$ cat config.mk
export PLATFORM = sky130hd
export DESIGN_NAME = s_fetch_issue_flat
export DESIGN_NICKNAME = d
export VERILOG_FILES = /design/src/rtl/s_fetch_issue_pkg.sv /design/src/rtl/s_fetch_issue_if.sv /design/src/rtl/s_fetch_fifo.sv /design/src/rtl/s_fetch_issue.sv /design/src/flat_wrapper.sv
export SDC_FILE = /design/constraint.sdc
export NUM_CORES = 1
export LEC_CHECK = 0
export BUFFER_PORTS_ARGS = -buffer_cell sky130_fd_sc_hd__buf_2
export CORE_MARGIN = 2
export CORE_UTILIZATION = 35
export CTS_CLUSTER_DIAMETER = 40
export DETAILED_ROUTE_END_ITERATION = 8
export PLACE_DENSITY = 0.63
export RECOVER_POWER = 25
export SYNTH_ARGS = -nofsm -noshare
export SYNTH_HDL_FRONTEND = slang
export SYNTH_SLANG_ARGS = --single-unit
$ cat constraint.sdc
create_clock -name clock -period 8.1 [get_ports clock]
set_input_delay 0.405 -clock clock [delete_from_list [all_inputs] [get_ports clock]]
set_output_delay 0.405 -clock clock [all_outputs]
set_load 0.01 [all_outputs]
$ cat src/rtl/s_fetch_issue_pkg.sv
// s_fetch_issue_pkg: shared types and constants for the scalar fetch/issue unit
// Contents: fetch FSM state encoding, S_ENDPGM opcode match, PC increment.
package s_fetch_issue_pkg;

    typedef enum logic [1:0] {
        IDLE  = 2'd0,
        FETCH = 2'd1,
        DRAIN = 2'd2
    } state_t;

    localparam logic [15:0] S_ENDPGM = 16'hBF81;
    localparam int unsigned PC_INC   = 4;

endpackage

$ cat src/rtl/s_fetch_issue_if.sv
// s_fetch_issue_if: instruction-memory and issue handshake bundle
// Signals:
//   imem_req/imem_addr     fetch request and word address (fetch unit -> memory)
//   imem_rdata/imem_valid  returned instruction word (memory -> fetch unit)
//   inst/inst_pc/inst_valid issued instruction (fetch unit -> ALU)
//   inst_ready             ALU accepts the head instruction
// Modports: master = fetch unit, slave = memory/ALU side.
interface s_fetch_issue_if #(
    parameter int PC_W = 8
);

    logic            imem_req;
    logic [PC_W-3:0] imem_addr;
    logic [31:0]     imem_rdata;
    logic            imem_valid;
    logic [31:0]     inst;
    logic [PC_W-1:0] inst_pc;
    logic            inst_valid;
    logic            inst_ready;

    modport master (
        output imem_req, imem_addr, inst, inst_pc, inst_valid,
        input  imem_rdata, imem_valid, inst_ready
    );

    modport slave (
        input  imem_req, imem_addr, inst, inst_pc, inst_valid,
        output imem_rdata, imem_valid, inst_ready
    );

endinterface

$ cat src/rtl/s_fetch_fifo.sv
// s_fetch_fifo: DEPTH x W synchronous FIFO with flush and async reset to empty
// Ports:
//   clock, reset      rising-edge clock, async active-high reset
//   push, din         write din at tail (caller guarantees not full)
//   pop               drop head (caller guarantees not empty)
//   flush             empty the FIFO; wins over push, a same-cycle pop is absorbed
//   dout, count, empty head word, occupancy, empty flag
module s_fetch_fifo #(
    parameter int DEPTH = 4,
    parameter int W     = 40
) (
    input  logic                     clock,
    input  logic                     reset,
    input  logic                     push,
    input  logic                     pop,
    input  logic                     flush,
    input  logic [W-1:0]             din,
    output logic [W-1:0]             dout,
    output logic [$clog2(DEPTH):0]   count,
    output logic                     empty
);

    localparam int AW = $clog2(DEPTH);
    localparam int CW = AW + 1;

    logic [W-1:0]  mem_q [DEPTH];
    logic [AW-1:0] rd_q, wr_q;
    logic [CW-1:0] cnt_q;

    always_ff @(posedge clock or posedge reset) begin
        if (reset) begin
            rd_q  <= '0;
            wr_q  <= '0;
            cnt_q <= '0;
        end else if (flush) begin
            rd_q  <= '0;
            wr_q  <= '0;
            cnt_q <= '0;
        end else begin
            rd_q  <= rd_q + AW'(pop);
            wr_q  <= wr_q + AW'(push);
            cnt_q <= cnt_q + CW'(push) - CW'(pop);
        end
    end

    // Storage carries no reset: the top masks the head while empty.
    always_ff @(posedge clock) begin
        if (push && !flush) mem_q[wr_q] <= din;
    end

    assign dout  = mem_q[rd_q];
    assign count = cnt_q;
    assign empty = cnt_q == '0;

endmodule

$ cat src/rtl/s_fetch_issue.sv
// s_fetch_issue: scalar instruction fetch PC, instruction FIFO and issue handshake
// Ports:
//   clock, reset            rising-edge clock, async active-high reset
//   start, start_pc         begin fetching at start_pc (honoured only in IDLE)
//   redirect, redirect_pc   SET_PC from the ALU; low two PC bits ignored
//   busy                    unit not IDLE
//   bus (master)            imem request/response and inst issue handshake
//   perf_issued, perf_stall handshake count / busy-without-instruction cycles
//                           (present only when S_FETCH_PERF_EN is defined)
// Build option: S_FETCH_PERF_EN adds the performance counters.
module s_fetch_issue
    import s_fetch_issue_pkg::*;
#(
    parameter int PC_W  = 8,
    parameter int DEPTH = 4
) (
    input  logic             clock,
    input  logic             reset,
    input  logic             start,
    input  logic [PC_W-1:0]  start_pc,
    input  logic             redirect,
    input  logic [PC_W-1:0]  redirect_pc,
    output logic             busy,
`ifdef S_FETCH_PERF_EN
    output logic [31:0]      perf_issued,
    output logic [31:0]      perf_stall,
`endif
    s_fetch_issue_if.master  bus
);

    localparam int CW = $clog2(DEPTH) + 1;
    localparam logic [PC_W-1:0] ALIGN = ~PC_W'(3);

    state_t          state_q, state_d;
    logic [PC_W-1:0] fetch_pc_q, fetch_pc_d;
    logic [PC_W-1:0] req_pc_q, req_pc_d;
    logic            out_q, out_d;
    logic            endp_q, endp_d;

    logic [31:0]     head_inst;
    logic [PC_W-1:0] head_pc;
    logic [CW-1:0]   count;
    logic            empty, pop, push, flush, is_end;

    s_fetch_fifo #(.DEPTH(DEPTH), .W(32 + PC_W)) u_fifo (
        .clock (clock),
        .reset (reset),
        .push  (push),
        .pop   (pop),
        .flush (flush),
        .din   ({bus.imem_rdata, req_pc_q}),
        .dout  ({head_inst, head_pc}),
        .count (count),
        .empty (empty)
    );

    // The outstanding slot is counted against capacity, so a push never overflows.
    assign bus.imem_req   = state_q == FETCH && !out_q && count < CW'(DEPTH);
    assign bus.imem_addr  = fetch_pc_q[PC_W-1:2];
    assign bus.inst_valid = !empty;
    assign bus.inst       = empty ? '0 : head_inst;
    assign bus.inst_pc    = empty ? '0 : head_pc;
    assign busy           = state_q != IDLE;

    assign pop    = !empty && bus.inst_ready;
    assign is_end = pop && head_inst[31:16] == S_ENDPGM;
    assign flush  = is_end || (state_q == FETCH && redirect);
    assign push   = state_q == FETCH && out_q && bus.imem_valid && !flush;

    always_comb begin
        state_d    = state_q;
        fetch_pc_d = fetch_pc_q;
        req_pc_d   = req_pc_q;
        endp_d     = endp_q;
        // Outstanding after this edge: includes a request issued this very cycle.
        out_d      = bus.imem_req ? 1'b1 : (bus.imem_valid ? 1'b0 : out_q);
        if (bus.imem_req) begin
            req_pc_d   = fetch_pc_q;
            fetch_pc_d = fetch_pc_q + PC_W'(PC_INC);
        end
        case (state_q)
            IDLE: begin
                if (start) begin
                    fetch_pc_d = start_pc & ALIGN;
                    endp_d     = 1'b0;
                    state_d    = FETCH;
                end
            end
            FETCH: begin
                if (is_end) begin
                    endp_d  = out_d;
                    state_d = out_d ? DRAIN : IDLE;
                end else if (redirect) begin
                    fetch_pc_d = redirect_pc & ALIGN;
                    state_d    = out_d ? DRAIN : FETCH;
                end
            end
            DRAIN: begin
                if (redirect) fetch_pc_d = redirect_pc & ALIGN;
                if (bus.imem_valid) begin
                    endp_d  = 1'b0;
                    state_d = endp_q ? IDLE : FETCH;
                end
            end
            default: state_d = IDLE;
        endcase
    end

    always_ff @(posedge clock or posedge reset) begin
        if (reset) begin
            state_q    <= IDLE;
            fetch_pc_q <= '0;
            req_pc_q   <= '0;
            out_q      <= 1'b0;
            endp_q     <= 1'b0;
        end else begin
            state_q    <= state_d;
            fetch_pc_q <= fetch_pc_d;
            req_pc_q   <= req_pc_d;
            out_q      <= out_d;
            endp_q     <= endp_d;
        end
    end

`ifdef S_FETCH_PERF_EN
    logic [31:0] issued_q, stall_q;

    always_ff @(posedge clock or posedge reset) begin
        if (reset) begin
            issued_q <= '0;
            stall_q  <= '0;
        end else begin
            issued_q <= issued_q + 32'(pop);
            stall_q  <= stall_q + 32'(busy && empty);
        end
    end

    assign perf_issued = issued_q;
    assign perf_stall  = stall_q;
`endif

endmodule

$ cat src/flat_wrapper.sv
// flat-port wrapper written by rule: the top's interface ports become plain ports
module s_fetch_issue_flat import s_fetch_issue_pkg::*;
#(
    parameter int PC_W  = 8,
    parameter int DEPTH = 4
)
  (clock, reset, start, start_pc, redirect, redirect_pc, busy, bus_imem_req, bus_imem_addr, bus_inst, bus_inst_pc, bus_inst_valid, bus_imem_rdata, bus_imem_valid, bus_inst_ready);
  s_fetch_issue_if #(.PC_W(PC_W)) bus_i ();
  input  logic clock;
  input  logic reset;
  input  logic start;
  input  logic [PC_W-1:0] start_pc;
  input  logic redirect;
  input  logic [PC_W-1:0] redirect_pc;
  output logic busy;
  output wire logic [$bits(bus_i.imem_req)-1:0] bus_imem_req;
  output wire logic [$bits(bus_i.imem_addr)-1:0] bus_imem_addr;
  output wire logic [$bits(bus_i.inst)-1:0] bus_inst;
  output wire logic [$bits(bus_i.inst_pc)-1:0] bus_inst_pc;
  output wire logic [$bits(bus_i.inst_valid)-1:0] bus_inst_valid;
  input wire logic [$bits(bus_i.imem_rdata)-1:0] bus_imem_rdata;
  input wire logic [$bits(bus_i.imem_valid)-1:0] bus_imem_valid;
  input wire logic [$bits(bus_i.inst_ready)-1:0] bus_inst_ready;
  assign bus_imem_req = bus_i.imem_req;
  assign bus_imem_addr = bus_i.imem_addr;
  assign bus_inst = bus_i.inst;
  assign bus_inst_pc = bus_i.inst_pc;
  assign bus_inst_valid = bus_i.inst_valid;
  assign bus_i.imem_rdata = bus_imem_rdata;
  assign bus_i.imem_valid = bus_imem_valid;
  assign bus_i.inst_ready = bus_inst_ready;
  s_fetch_issue #(.PC_W(PC_W), .DEPTH(DEPTH)) u_core (.clock(clock), .reset(reset), .start(start), .start_pc(start_pc), .redirect(redirect), .redirect_pc(redirect_pc), .busy(busy), .bus(bus_i));
endmodule
==> results.md, run 1 <==
Global route:
- Global routing consumed, over all layers together, around an eighth of the routing resources.
- The maximum number of pins on one net before global-route repair is 44.
- The first global-routing pass estimated 23610 microns of wire.
- The initial antenna violation count is 2.
- The number of global-route vias before repair is 4299.
- The remaining global-route overflow is 0.

Critical path:
- The critical path in this run is classified as reg -> reg.
- The data required time of the critical path is 8.20 ns.
- On the critical path the largest part of the delay comes from simple AND/OR/NAND/NOR gates.
- The kind of start point of the critical path is a flop.
- STA classifies the critical path endpoint as a flop.
- The largest individual stage delay along the critical path comes from the cell sky130_fd_sc_hd__dfrtp_2.
- Counting both buffers and inverters, the worst setup path holds a total of 1.
- The largest single stage delay on the critical path is 1.06 ns.
- Traced cell by cell, the critical path runs through mux4_2 > and3b_1 > and4_4 > and2_1 > or3_1 > nor3b_4 > buf_4.
- In this run the worst path has a maximum fanout of 41.
- STA puts the critical path data arrival time at between 4 and 5 ns.

Logic synthesis:
- The post-synthesis instance area is 7769 sq um.
- Sorting the synthesized cells by area gives the leading types as sky130_fd_sc_hd__edfxtp_1, sky130_fd_sc_hd__mux4_2, sky130_fd_sc_hd__dfrtp_1, sky130_fd_sc_hd__and2_1, sky130_fd_sc_hd__mux4_1.
- The leading register cell type out of synthesis is sky130_fd_sc_hd__edfxtp_1.
- Yosys printed 0 warnings.
- In this run, synthesis produced a sequential element count of ~190.
- Yosys mapped the design onto 52 distinct sky130hd cell types.
- Counting flops with an async set or reset pin after synthesis yields a share of about 14%.
- Counting every net in the synthesized netlist gives 486.
- The area fraction of the dominant cell type after synthesis is between 60 and 70%.
- In the synthesized netlist, the number of instances is 426.
- The mean instance size in the synthesized netlist is 18.24 sq um.
- After synthesis, flip-flops and latches occupy 70.54% of the total area.
- Counting flops with a built-in enable in the synthesized netlist gives 160.
- The cell type contributing the most total cell area after synthesis is sky130_fd_sc_hd__edfxtp_1.

STA:
- The max-slew violation count was 0.
- The worst pin sits at a relative slew slack of 18.39%.
- For this run, the top clock speed supported by timing is 218.3 MHz.
- Adding up every negative setup slack in the final design gives 0 ns.
- Setup repair after global routing left no endpoint under its margin.
- The count of endpoints failing setup in the final report is 0.
- The final period demand of the worst path is 4.582 ns.
- The share of the clock period used by the worst path after layout is 56.56%.
- The count of final hold-check violations came to 0.
- The clock skew after layout is 0.01246 ns.
- At the pin with the least slew margin, the transition time is around 1.2 ns.

CTS:
- The hold buffer count at CTS is 0.
- The clock network latency to the later pin of the worst-skew pair is 0.43 ns.
- TritonCTS built the clock tree.
- In this run the number of H-tree levels came out at 4.
- The longest clock path from root to sink contains 2 buffers.
- The tree is rooted in a sky130_fd_sc_hd__clkbuf_16.
- Counting the buffers created by CTS gives 17.
- Post-CTS repair changed the size of 0 cells.
- The clock transition at the register clock pins on the worst setup and hold paths after CTS is 0.07 ns.
- The number of sinks handled by clock tree synthesis is roughly 190.
- In this run the post-CTS setup repair buffer count came out at 0.

Routing:
- The final routed wirelength across all metal layers is 14960 microns.
- After detailed routing, the number of vias per cell comes to 4.945.
- After detailed routing, the average wire length per cell comes to 18.38 microns.
- The violation count after the first detailed-route iteration is 250.
- The count of vias placed by the detailed router is 4025.
- After detailed routing, the number of remaining DRC violations is 0.
- The count of nets left with antenna violations once routing finished came out at 0.
- The length of the first detailed-routing pass in iterations is 4.

Power:
- Internal power comes to 2.060 mW.
- The clock network is responsible for 27.1% of the overall power.
- The fraction of power consumed by sequential logic is 42.4%.
- In this run the power density over the cells is 337.6 nW/um^2.
- Net switching is between 30% and 40% of the power.
- IR analysis of the VDD net gives a maximum drop of 131.5 uV.
- Summed over all cells, the static leakage comes to approximately 3.2 nW.
- The power share of the combinational group is 30.5%.
- In this run the power spent charging and discharging nets is 1.001 mW.

Floorplan:
- The area of the die is ~23000 sq um.
- The number of standard-cell rows in the floorplan is between 50 and 60.
- The starting density of the core is 35.60%.
- The x dimension of the die is 153.0 microns.
- From bottom edge to top edge, the die measures about 150 microns.
- The count of pins on the block boundary is 103.
- The total area inside the core boundary comes to 21820 sq um.

Min path:
- The tightest min-delay check is of the in -> reg type.

Layout:
- The area of the multi-input gates is about 2100 sq um.
- The fraction of final layout cells with drive strength greater than 1 is 29.96%.
- The final standard cell count with taps included and fillers excluded is about 800.
- The final net count is 581.
- Compared with the post-synthesis result, the final layout area differs by 16.73%.
- The sequential standard cell area is ~5500 sq um.
- The diode insertion count for antenna repair is 0.
- The total of fill cells in the finished design is 1954.

Placed design:
- The number of port buffers is 98.
- After legalization and detailed placement, the total HPWL measured 9338 microns.
- The placed instance count is 782.
- The congestion estimate from routability-driven global placement came to 0.7477.

Run status:
- The run finished with clean final reports.

Job:
- Across the run, the number of max-cap violations was 0.
cells in the final DEF, fill, tap and decap left out, types with 6 or more instances in the layout:
cell type and instances:
sky130_fd_sc_hd__mux2_2 9, sky130_fd_sc_hd__mux4_1 8, sky130_fd_sc_hd__clkbuf_1 28, sky130_fd_sc_hd__nor2_1 15, sky130_fd_sc_hd__buf_4 7, sky130_fd_sc_hd__inv_1 6, sky130_fd_sc_hd__buf_2 70, sky130_fd_sc_hd__mux4_2 32
sky130_fd_sc_hd__edfxtp_1 160, sky130_fd_sc_hd__nand2_1 10, sky130_fd_sc_hd__dfrtp_1 25, sky130_fd_sc_hd__and2_1 45, sky130_fd_sc_hd__inv_8 6, sky130_fd_sc_hd__clkbuf_16 17
through the flow:
step	hold slack (ns)	instance area [sq um]	util (%)	total power [mW]	setup slack (ns)
2_1_floorplan	0.4474	7769	-	1.955	2.650
3_3_place_gp	0.4672	8504	38.97	2.245	3.437
3_5_place_dp	0.4674	8504	38.97	2.278	3.419
4_1_cts	0.1690	9104	41.72	3.109	3.405
5_1_grt	0.1962	9069	41.55	3.239	3.265
6_report	0.2002	9069	41.55	3.061	3.518
cells in the mapped netlist (all sizes together), types with 2 or more instances:
cell	n
and3	5
xnor2	5
inv	6
or3	3
dfrtp	27
and4b	2
clkbuf	14
and4	2
nor3b	2
nor2b	3
nand3	5
mux4	40
and2	45
o211ai	4
nand2	10
xor2	4
o21ai	5
a21oi	5
nand2b	3
buf	15
nor2	15
o221ai	2
mux2i	4
mux2	9
a32oi	2
nand4	4
ha	5
edfxtp	160
nor3	3
cell families (layout without fill, tap and decap cells):
group | after synthesis | in the layout | share of synthesized area (%)
flip-flops | 187 | 187 | 70.54
AND/OR/NAND/NOR | 106 | 106 | 8.310
buffers and inverters | 36 | 144 | 2.657
AO/OA/AOI/OAI | 29 | 29 | 2.609
XOR/XNOR | 9 | 9 | 1.015
adder cells (fa/ha/maj) | 6 | 6 | 1.063
multiplexers | 53 | 53 | 13.80
layer usage:
metal | part of all wire [%] | vias to the layer above | GRT usage, %
li1 | - | 1863 | -
met1 | 43 | 2044 | 16.32
met5 | 0.074 | - | 0
met2 | 51 | 100 | 22.83
met3 | 5.1 | 16 | 4.111
met4 | 1.0 | 2 | 3.880
worst paths after layout:
path	from	end	slack, ns	depth (start not counted)
setup reg to reg	u_core.u_fifo.rd_q[1]	u_core.u_fifo.mem_q[1][27]	3.52	7
setup / recovery	u_core.u_fifo.rd_q[1]	u_core.u_fifo.mem_q[1][27]	3.52	7
hold reg to reg	u_core.fetch_pc_q[0]	u_core.fetch_pc_q[0]	0.48	1
hold / removal	bus_imem_rdata[10]	u_core.u_fifo.mem_q[2][18]	0.20	1
max in group asynchronous	reset	u_core.u_fifo.rd_q[0]	7.18	2
min in group asynchronous	reset	u_core.req_pc_q[6]	0.22	2
state kept, by name (all words and copies together) (netlist names):
register             count
u_core.out_q             1
u_core.req_pc_q          8
u_core.u_fifo.rd_q       2
u_core.u_fifo.count      3
u_core.endp_q            1
u_core.state_q           2
u_core.fetch_pc_q        8
u_core.u_fifo.mem_q    160
u_core.u_fifo.wr_q       2
worst register-to-register path: cells and delay by family (launching register included):
family | cells | cell delay [ns]
multiplexers | 1 | 0.45
buffers and inverters | 1 | 0.48
AND/OR/NAND/NOR | 5 | 2.26
flip-flops | 1 | 1.06
layout make-up:
cell class                 instances  area share [%]
inverter                           7          0.3035
clock buffer                      17           4.691
sequential                       187           60.46
multi-input combinational        203           23.16
clock inverter                    15           1.918
timing repair buffer             105           5.602
tap                              280           3.863
power by group through the flow:
stage	sequential (mW)	clock (mW)	combinational, mW
6_report	1.30	0.829	0.935
5_1_grt	1.32	0.893	1.03
4_1_cts	1.30	0.850	0.957
3_5_place_dp	1.32	0	0.954
3_3_place_gp	1.31	0	0.932
2_1_floorplan	1.21	0	0.740
Power figures use the tool's default switching activity.
==> run 2, diff against run 1 <==
--- a/config.mk
+++ b/config.mk
@@ -10,7 +10,7 @@
 export CORE_UTILIZATION = 35
 export CTS_CLUSTER_DIAMETER = 40
 export DETAILED_ROUTE_END_ITERATION = 8
-export PLACE_DENSITY = 0.63
+export PLACE_DENSITY = 0.65
 export RECOVER_POWER = 25
 export SYNTH_ARGS = -nofsm -noshare
 export SYNTH_HDL_FRONTEND = slang
==> constraint.sdc (replaced) <==
create_clock -name clock -period 4.1 [get_ports clock]
set_input_delay 0.205 -clock clock [delete_from_list [all_inputs] [get_ports clock]]
set_output_delay 0.205 -clock clock [all_outputs]
set_load 0.01 [all_outputs]
==> results.md, run 2 (synthesis gave the netlist of run 1 again) <==
Run status:
- The flow ran to the end, and the final reports show no timing, DRC or antenna violations.

CTS:
- The clock tree from TritonCTS is yes.
- The tree is rooted in a sky130_fd_sc_hd__clkbuf_16.
- The H-tree depth reported by CTS was 4 (unchanged).
- The maximum clock insertion buffer count came to 2 (unchanged).
- The total CTS buffers came to 17 (unchanged).
- The clock network latency to the later pin of the worst-skew pair is 0.43 ns (about the same).
- The number of sinks handled by clock tree synthesis is 187 (unchanged).
- The clock transition at the register clock pins on the worst setup and hold paths after CTS is 0.07 ns (about the same).
- The post-CTS setup buffer count came to 0 (unchanged).

STA:
- The aggregate negative setup slack is 0 ns (unchanged).
- The slew at the pin closest to its max-slew limit was 1.053 ns (-0.1698 ns).
- The share of the clock period used by the worst path after layout was 88.78% (+32 points).
- Setup repair after global routing left no endpoint under its margin.
- The count of endpoints failing setup in the final report was 0 (unchanged).
- The final period demand of the worst path is 3.640 ns (-0.9417 ns).
- The final hold slack is 0.02150 ns (-0.1787 ns).
- The achievable clock frequency is 274.7 MHz (+26%).
- The worst slew slack as a fraction of its limit is 29.72% (+11 points).
- The max-slew violation count is 0 (unchanged).
- The count of final hold-check violations is 0 (unchanged).
- The clock skew after layout was 0.008105 ns (-0.004351 ns).

Routing:
- The violation count after the first detailed-route iteration was 224 (-10%).
- The final routed wirelength across all metal layers came to 15390 microns (+2.9%).
- The final routed DRC violation total came to 0 (unchanged).
- The count of vias placed by the detailed router is 4212 (+4.6%).
- The post-detailed-route via-to-cell ratio is 4.932 (-0.26%).
- The length of the first detailed-routing pass in iterations was 6 (+2).
- The average wire per standard cell is 18.02 microns (-2.0%).
- The number of routed nets with antenna violations is 0 (unchanged).

Floorplan:
- The area of the core is 21820 sq um (unchanged).
- The area of the die is 23400 sq um (unchanged).
- The number of standard-cell rows in the floorplan is 54 (unchanged).
- The starting density of the core is 35.60% (unchanged).
- The x dimension of the die is 153.0 microns (unchanged).
- The count of pins on the block boundary is 103 (unchanged).
- The floorplan die height is 153.0 microns (unchanged).

Critical path:
- The data required time of the critical path is 4.42 ns (-3.78 ns).
- The maximum net fanout on the critical path is 14 (-66%).
- The worst setup path is launched from a flop.
- The worst path arrival time came to 3.96 ns (-0.72 ns).
- The startpoint-to-endpoint class of the critical path is reg -> reg.
- The kind of end point of the critical path is a flop.

Power:
- The worst IR drop on VDD is 264.9 uV (+100%).
- The static leakage power is 3.328 nW (+4.1%).
- The power density over the cells is 627.7 nW/um^2 (+86%).
- The overall power of the completed layout was 5.903 mW (+93%).

Placed design:
- The detailed placement HPWL is 9749 microns (+4.4%).
- The final weighted congestion of routability-driven global placement is 0.8755 (+17%).
- The number of port buffers was 98 (unchanged).

Global route:
- The initial antenna violation count came to 1 (-1).
- The number of global-route vias before repair is 4444 (+3.4%).
- The remaining global-route overflow came to 0 (unchanged).
- The global-route wire length before repair is 24490 microns (+3.7%).
- The maximum number of pins on one net before global-route repair is 43 (-2.3%).
- The global router's overall resource usage is 13.73% (+0.41 points).

Job:
- The count of max-cap constraint violations is 0 (unchanged).

Layout:
- Ranked by flip-flop count, first place goes to u_core.u_fifo.mem_q.
- The most common cell after layout, fill and taps aside is sky130_fd_sc_hd__edfxtp_1.
- In the final layout, the registers with the most flip-flops are u_core.u_fifo.mem_q x160, u_core.fetch_pc_q x8, u_core.req_pc_q x8.
- Leaving out fill and tap cells, the most frequent cells in the layout are sky130_fd_sc_hd__edfxtp_1, sky130_fd_sc_hd__buf_2, sky130_fd_sc_hd__and2_1, sky130_fd_sc_hd__mux4_2, sky130_fd_sc_hd__dlygate4sd3_1.
- The flip-flop count of the largest register after layout was 160 (unchanged).
- The final net count is 620 (+6.7%).
- The total of fill cells in the finished design is 1931 (-1.2%).
- The fraction of final layout cells with drive strength greater than 1 is 28.62% (-1.3 points).
- The layout overhead on the synthesized area is 21.03%.

Min path:
- The min-delay analysis places its worst path in the category in -> async.
## run 2: metal layers
metal	wire length, microns	up-vias	GRT usage (%)	share of wire [%]
met5	0	-	0	0
met4	242	0	4.630	1.6
li1	-	1941	-	-
met2	7979	88	23.68	52
met1	6558	2163	16.59	43
met3	607	20	3.969	3.9
## run 2: layout make-up
class,instances,area [sq um],share of cell area (%)
flip-flops and latches,187,5483,58.31
diodes,1,2.502,0.02661
clock buffers,18,429.2,4.564
repair buffers,144,908.4,9.661
multi-input cells,203,2107,22.41
well taps,280,350.3,3.726
clock inverters,14,95.09,1.011
inverters,7,27.53,0.2927
## run 2: stage by stage
step	utilization (%)	instance area, sq um	setup slack, ns	instances
final	43.09	9403	0.4601	854
after global routing	43.09	9403	0.2007	854
after CTS	43.22	9433	0.4097	853
after detailed placement	39.35	8588	0.4254	789
after global placement	39.35	8588	0.5090	789
after floorplan	-	7786	-0.1168	426
## run 2: repair_timing
action | in CTS | in global routing
hold buffers | 32 | 0
endpoints found under the hold margin | 128 | 0
resized for setup | 0 | 0
## run 2: worst paths after layout
kind	from	to	slack [ns]	cells after the start
min	reset	u_core.fetch_pc_q[5]	0.02	2
min reg2reg	u_core.fetch_pc_q[1]	u_core.fetch_pc_q[1]	0.49	1
min in group clock	bus_imem_valid	u_core.state_q[1]	0.03	2
max	u_core.u_fifo.rd_q[0]	u_core.u_fifo.count[2]	0.46	14
max reg2reg	u_core.u_fifo.rd_q[0]	u_core.u_fifo.count[2]	0.46	14
max in group asynchronous	reset	u_core.u_fifo.rd_q[0]	3.36	2
## run 2: report_power, final
| part | internal, mW | switching [mW] |
|---|---|---|
| Combinational | 0.960 | 0.987 |
| Sequential | 2.26 | 0.239 |
| Clock | 0.772 | 0.681 |
| Total | 4.00 | 1.91 |
## run 2: worst max-delay path, cell delays in order (launching register included)
cell and delay [ns]:
sky130_fd_sc_hd__dfrtp_2 0.63, sky130_fd_sc_hd__buf_4 0.33, sky130_fd_sc_hd__mux4_2 0.54, sky130_fd_sc_hd__nand3_1 0.15, sky130_fd_sc_hd__nor4_4 0.08, sky130_fd_sc_hd__and2_1 0.15
sky130_fd_sc_hd__or3_1 0.38, sky130_fd_sc_hd__ha_1 0.28, sky130_fd_sc_hd__inv_1 0.06, sky130_fd_sc_hd__ha_1 0.13, sky130_fd_sc_hd__inv_1 0.05, sky130_fd_sc_hd__fa_1 0.38
sky130_fd_sc_hd__xor2_1 0.18, sky130_fd_sc_hd__xnor2_1 0.15, sky130_fd_sc_hd__nor2_1 0.06
==> run 3, diff against run 2 <==
--- a/config.mk
+++ b/config.mk
@@ -12,6 +12,7 @@
 export DETAILED_ROUTE_END_ITERATION = 8
 export PLACE_DENSITY = 0.65
 export RECOVER_POWER = 25
+export SLEW_MARGIN = 20
 export SYNTH_ARGS = -nofsm -noshare
 export SYNTH_HDL_FRONTEND = slang
 export SYNTH_SLANG_ARGS = --single-unit
==> constraint.sdc (replaced) <==
create_clock -name clock -period 3.1 [get_ports clock]
set_input_delay 0.155 -clock clock [delete_from_list [all_inputs] [get_ports clock]]
set_output_delay 0.155 -clock clock [all_outputs]
set_load 0.01 [all_outputs]
==> results.md, run 3 (synthesis gave the netlist of run 1 again) <==
Run status:
- The run finished, with violations left.
- The checks that failed: setup timing.

Power:
- The worst IR drop on VDD is 346.5 uV (+31%).
- The static leakage power is 3.563 nW (+7.1%).
- The power density over the cells is 827.6 nW/um^2 (+32%).

Job:
- The count of max-cap constraint violations is 0 (unchanged).

Routing:
- The violation count after the first detailed-route iteration is 209 (-6.7%).
- The post-detailed-route via-to-cell ratio is 5.006 (+1.5%).
- The final routed wirelength across all metal layers was 16700 microns (+8.5%).
- The average wire per standard cell is 18.93 microns (+5.1%).
- The final routed DRC violation total came to 0 (unchanged).
- The count of vias placed by the detailed router is 4415 (+4.8%).
- The number of routed nets with antenna violations is 0 (unchanged).
- The length of the first detailed-routing pass in iterations is 5 (-1).

CTS:
- The H-tree depth reported by CTS was 4 (unchanged).
- The maximum clock insertion buffer count is 2 (unchanged).
- The number of sinks handled by clock tree synthesis was 187 (unchanged).
- The clock tree from TritonCTS is yes.
- The clock network latency to the later pin of the worst-skew pair is 0.42 ns (about the same).
- The clock transition at the register clock pins on the worst setup and hold paths after CTS is 0.07 ns (about the same).
- In this run the clock root is driven by a sky130_fd_sc_hd__clkbuf_16.
- The total CTS buffers is 17 (unchanged).

STA:
- The clock skew after layout is 0.01201 ns (+0.003902 ns).
- The count of endpoints failing setup in the final report is 51 (+51).
- The final period demand of the worst path is 3.318 ns (-0.3218 ns).
- The count of final hold-check violations is 0 (unchanged).
- The max-slew violation count was 0 (unchanged).
- The worst slew slack as a fraction of its limit is 61.10% (+31 points).
- The slew at the pin closest to its max-slew limit came to 0.5827 ns (-0.4704 ns).
- The final worst slack is -0.2182 ns (-0.6782 ns).
- The final hold slack is 0.04194 ns (+0.02044 ns).
- Setup repair after global routing could not meet its margin everywhere.
- The achievable clock frequency is 301.4 MHz (+9.7%).
- The share of the clock period used by the worst path after layout was 107.0% (+18 points).

Floorplan:
- The x dimension of the die came to 153.0 microns (unchanged).
- The number of standard-cell rows in the floorplan is 54 (unchanged).
- The area of the core came to 21820 sq um (unchanged).
- The starting density of the core came to 35.60% (unchanged).
- The count of pins on the block boundary was 103 (unchanged).
- The area of the die is 23400 sq um (unchanged).
- The floorplan die height was 153.0 microns (unchanged).

Critical path:
- The worst register-to-register path ends at u_core.u_fifo.count[2].
- The data required time of the critical path is 3.41 ns (-1.01 ns).
- The number of cells traversed by the worst register-to-register path is 14 (unchanged).
- The worst path arrival time came to 3.63 ns (-0.33 ns).
- The maximum net fanout on the critical path is 5 (-9).
- In this run the critical register-to-register path is launched from u_core.u_fifo.rd_q[0].
- The startpoint-to-endpoint class of the critical path is reg -> reg.
- The worst reg-to-reg setup slack is -0.22 ns (-0.68 ns).
- The worst setup path is captured at a flop.
- The worst setup path is launched from a flop.
- The critical path launch point is u_core.u_fifo.rd_q[0].

Global route:
- The number of global-route vias before repair is 4603 (+3.6%).
- The global router's overall resource usage is 14.20% (+0.47 points).
- The maximum number of pins on one net before global-route repair is 43 (unchanged).
- The global-route wire length before repair came to 25560 microns (+4.4%).
- The initial antenna violation count is 0 (-1).
- The remaining global-route overflow is 0 (unchanged).

Layout:
- u_core.u_fifo.mem_q holds more flip-flops than any other register.
- The fraction of final layout cells with drive strength greater than 1 is 34.22% (+5.6 points).
- The most common cell after layout, fill and taps aside is sky130_fd_sc_hd__edfxtp_1.
- The diode insertion count for antenna repair is 0 (-1).
- The largest registers in the layout are u_core.u_fifo.mem_q x160, u_core.fetch_pc_q x8, u_core.req_pc_q x8.
- The top cell types in the final layout, fill and taps aside, are sky130_fd_sc_hd__edfxtp_1, sky130_fd_sc_hd__buf_2, sky130_fd_sc_hd__and2_1, sky130_fd_sc_hd__dlygate4sd3_1, sky130_fd_sc_hd__mux4_2.
- The final net count is 649 (+4.7%).
- The layout overhead on the synthesized area is 28.09%.
- The flip-flop count of the largest register after layout is 160 (unchanged).
- The area of all placed cells without fillers is 9951 sq um (+5.8%).
- The final standard cell count with taps included and fillers excluded is 882 (+3.3%).

Placed design:
- The final weighted congestion of routability-driven global placement is 0.8424 (-3.8%).
- The placed instance count is 803 (+1.8%).
- The area of placed instances is 8786 sq um (+2.3%).
- The detailed placement HPWL is 10320 microns (+5.9%).
- The number of port buffers is 98 (unchanged).
- The worst slack at placement is -0.2610 ns (-0.6864 ns).

Min path:
- The endpoint of the worst hold-timing path is u_core.fetch_pc_q[2].
- The startpoint of the worst hold path is redirect_pc[2].
- The worst min-delay path category is in -> reg.
- The number of stages on the worst hold path is 3.
## run 3: changes by cell type in the layout (fill, tap and decap cells not counted), sizes merged
| cell | previous run | this run |
|---|---|---|
| clkbuf | 44 | 47 |
| diode | 1 | 0 |
| bufinv | 0 | 1 |
| clkinv | 9 | 5 |
| dlygate4sd3 | 32 | 36 |
| buf | 86 | 108 |
| inv | 9 | 12 |
## run 3: layout make-up
class | instances | area (sq um)
Fill cell | 1896 | 11870
Sequential cell | 187 | 5483
Multi-Input combinational cell | 203 | 2140
Timing Repair Buffer | 173 | 1384
Clock buffer | 18 | 429.2
Tap cell | 280 | 350.3
Clock inverter | 14 | 135.1
Inverter | 7 | 30.03
## run 3: worst max path at each step
stage	endpoint	slack (ns)	cells past startpoint
finish	u_core.u_fifo.count[2]	-0.22	14
global route	u_core.u_fifo.count[2]	-0.32	14
CTS	u_core.u_fifo.count[2]	-0.20	14
detailed placement	u_core.u_fifo.count[2]	-0.26	14
global placement	u_core.u_fifo.count[2]	-0.14	14
floorplan	u_core.u_fifo.mem_q[1][0]	-0.57	10
## run 3: stage by stage
step | setup TNS [ns] | power, mW | util, %
6_report | -1.323 | 8.235 | 45.60
5_1_grt | -6.563 | 8.693 | 45.60
4_1_cts | -0.2542 | 8.307 | 44.70
3_5_place_dp | -0.3780 | 6.116 | 40.26
3_3_place_gp | -0.1513 | 6.056 | 40.26
2_1_floorplan | -64.37 | 5.121 | -
## run 3: power breakdown
part / total (mW) / internal (mW) / leakage [nW] / switching (mW)
Combinational: 2.92 / 1.46 / 1.50 / 1.46
Sequential: 3.23 / 2.99 / 1.79 / 0.239
Clock: 2.08 / 1.13 / 0.270 / 0.958
Total: 8.24 / 5.58 / 3.56 / 2.66
## run 3: timing repair
item	in CTS	in global routing
endpoints found under the setup margin	2	82
hold endpoints to repair	131	27
gates cloned	1	7
hold buffers	35	1
resized for setup	9	4
pin swaps	3	4
buffers inserted	0	3
## run 3: metal layers
layer  wire [microns]  track usage [%]
met1             7141            17.65
met2             8668            25.11
met3              723            3.147
met4              164            3.880
met5                0                0
## run 3: critical path, stage by stage, from the launching register on
cell and delay (ns):
sky130_fd_sc_hd__dfrtp_2 0.45, sky130_fd_sc_hd__buf_12 0.15, sky130_fd_sc_hd__mux4_2 0.53, sky130_fd_sc_hd__and3b_2 0.24, sky130_fd_sc_hd__and4_4 0.19, sky130_fd_sc_hd__and2_4 0.15
sky130_fd_sc_hd__or3_4 0.35, sky130_fd_sc_hd__ha_4 0.24, sky130_fd_sc_hd__inv_4 0.06, sky130_fd_sc_hd__ha_4 0.12, sky130_fd_sc_hd__inv_2 0.04, sky130_fd_sc_hd__fa_2 0.33
sky130_fd_sc_hd__xor2_1 0.17, sky130_fd_sc_hd__xnor2_1 0.14, sky130_fd_sc_hd__nor2_1 0.06
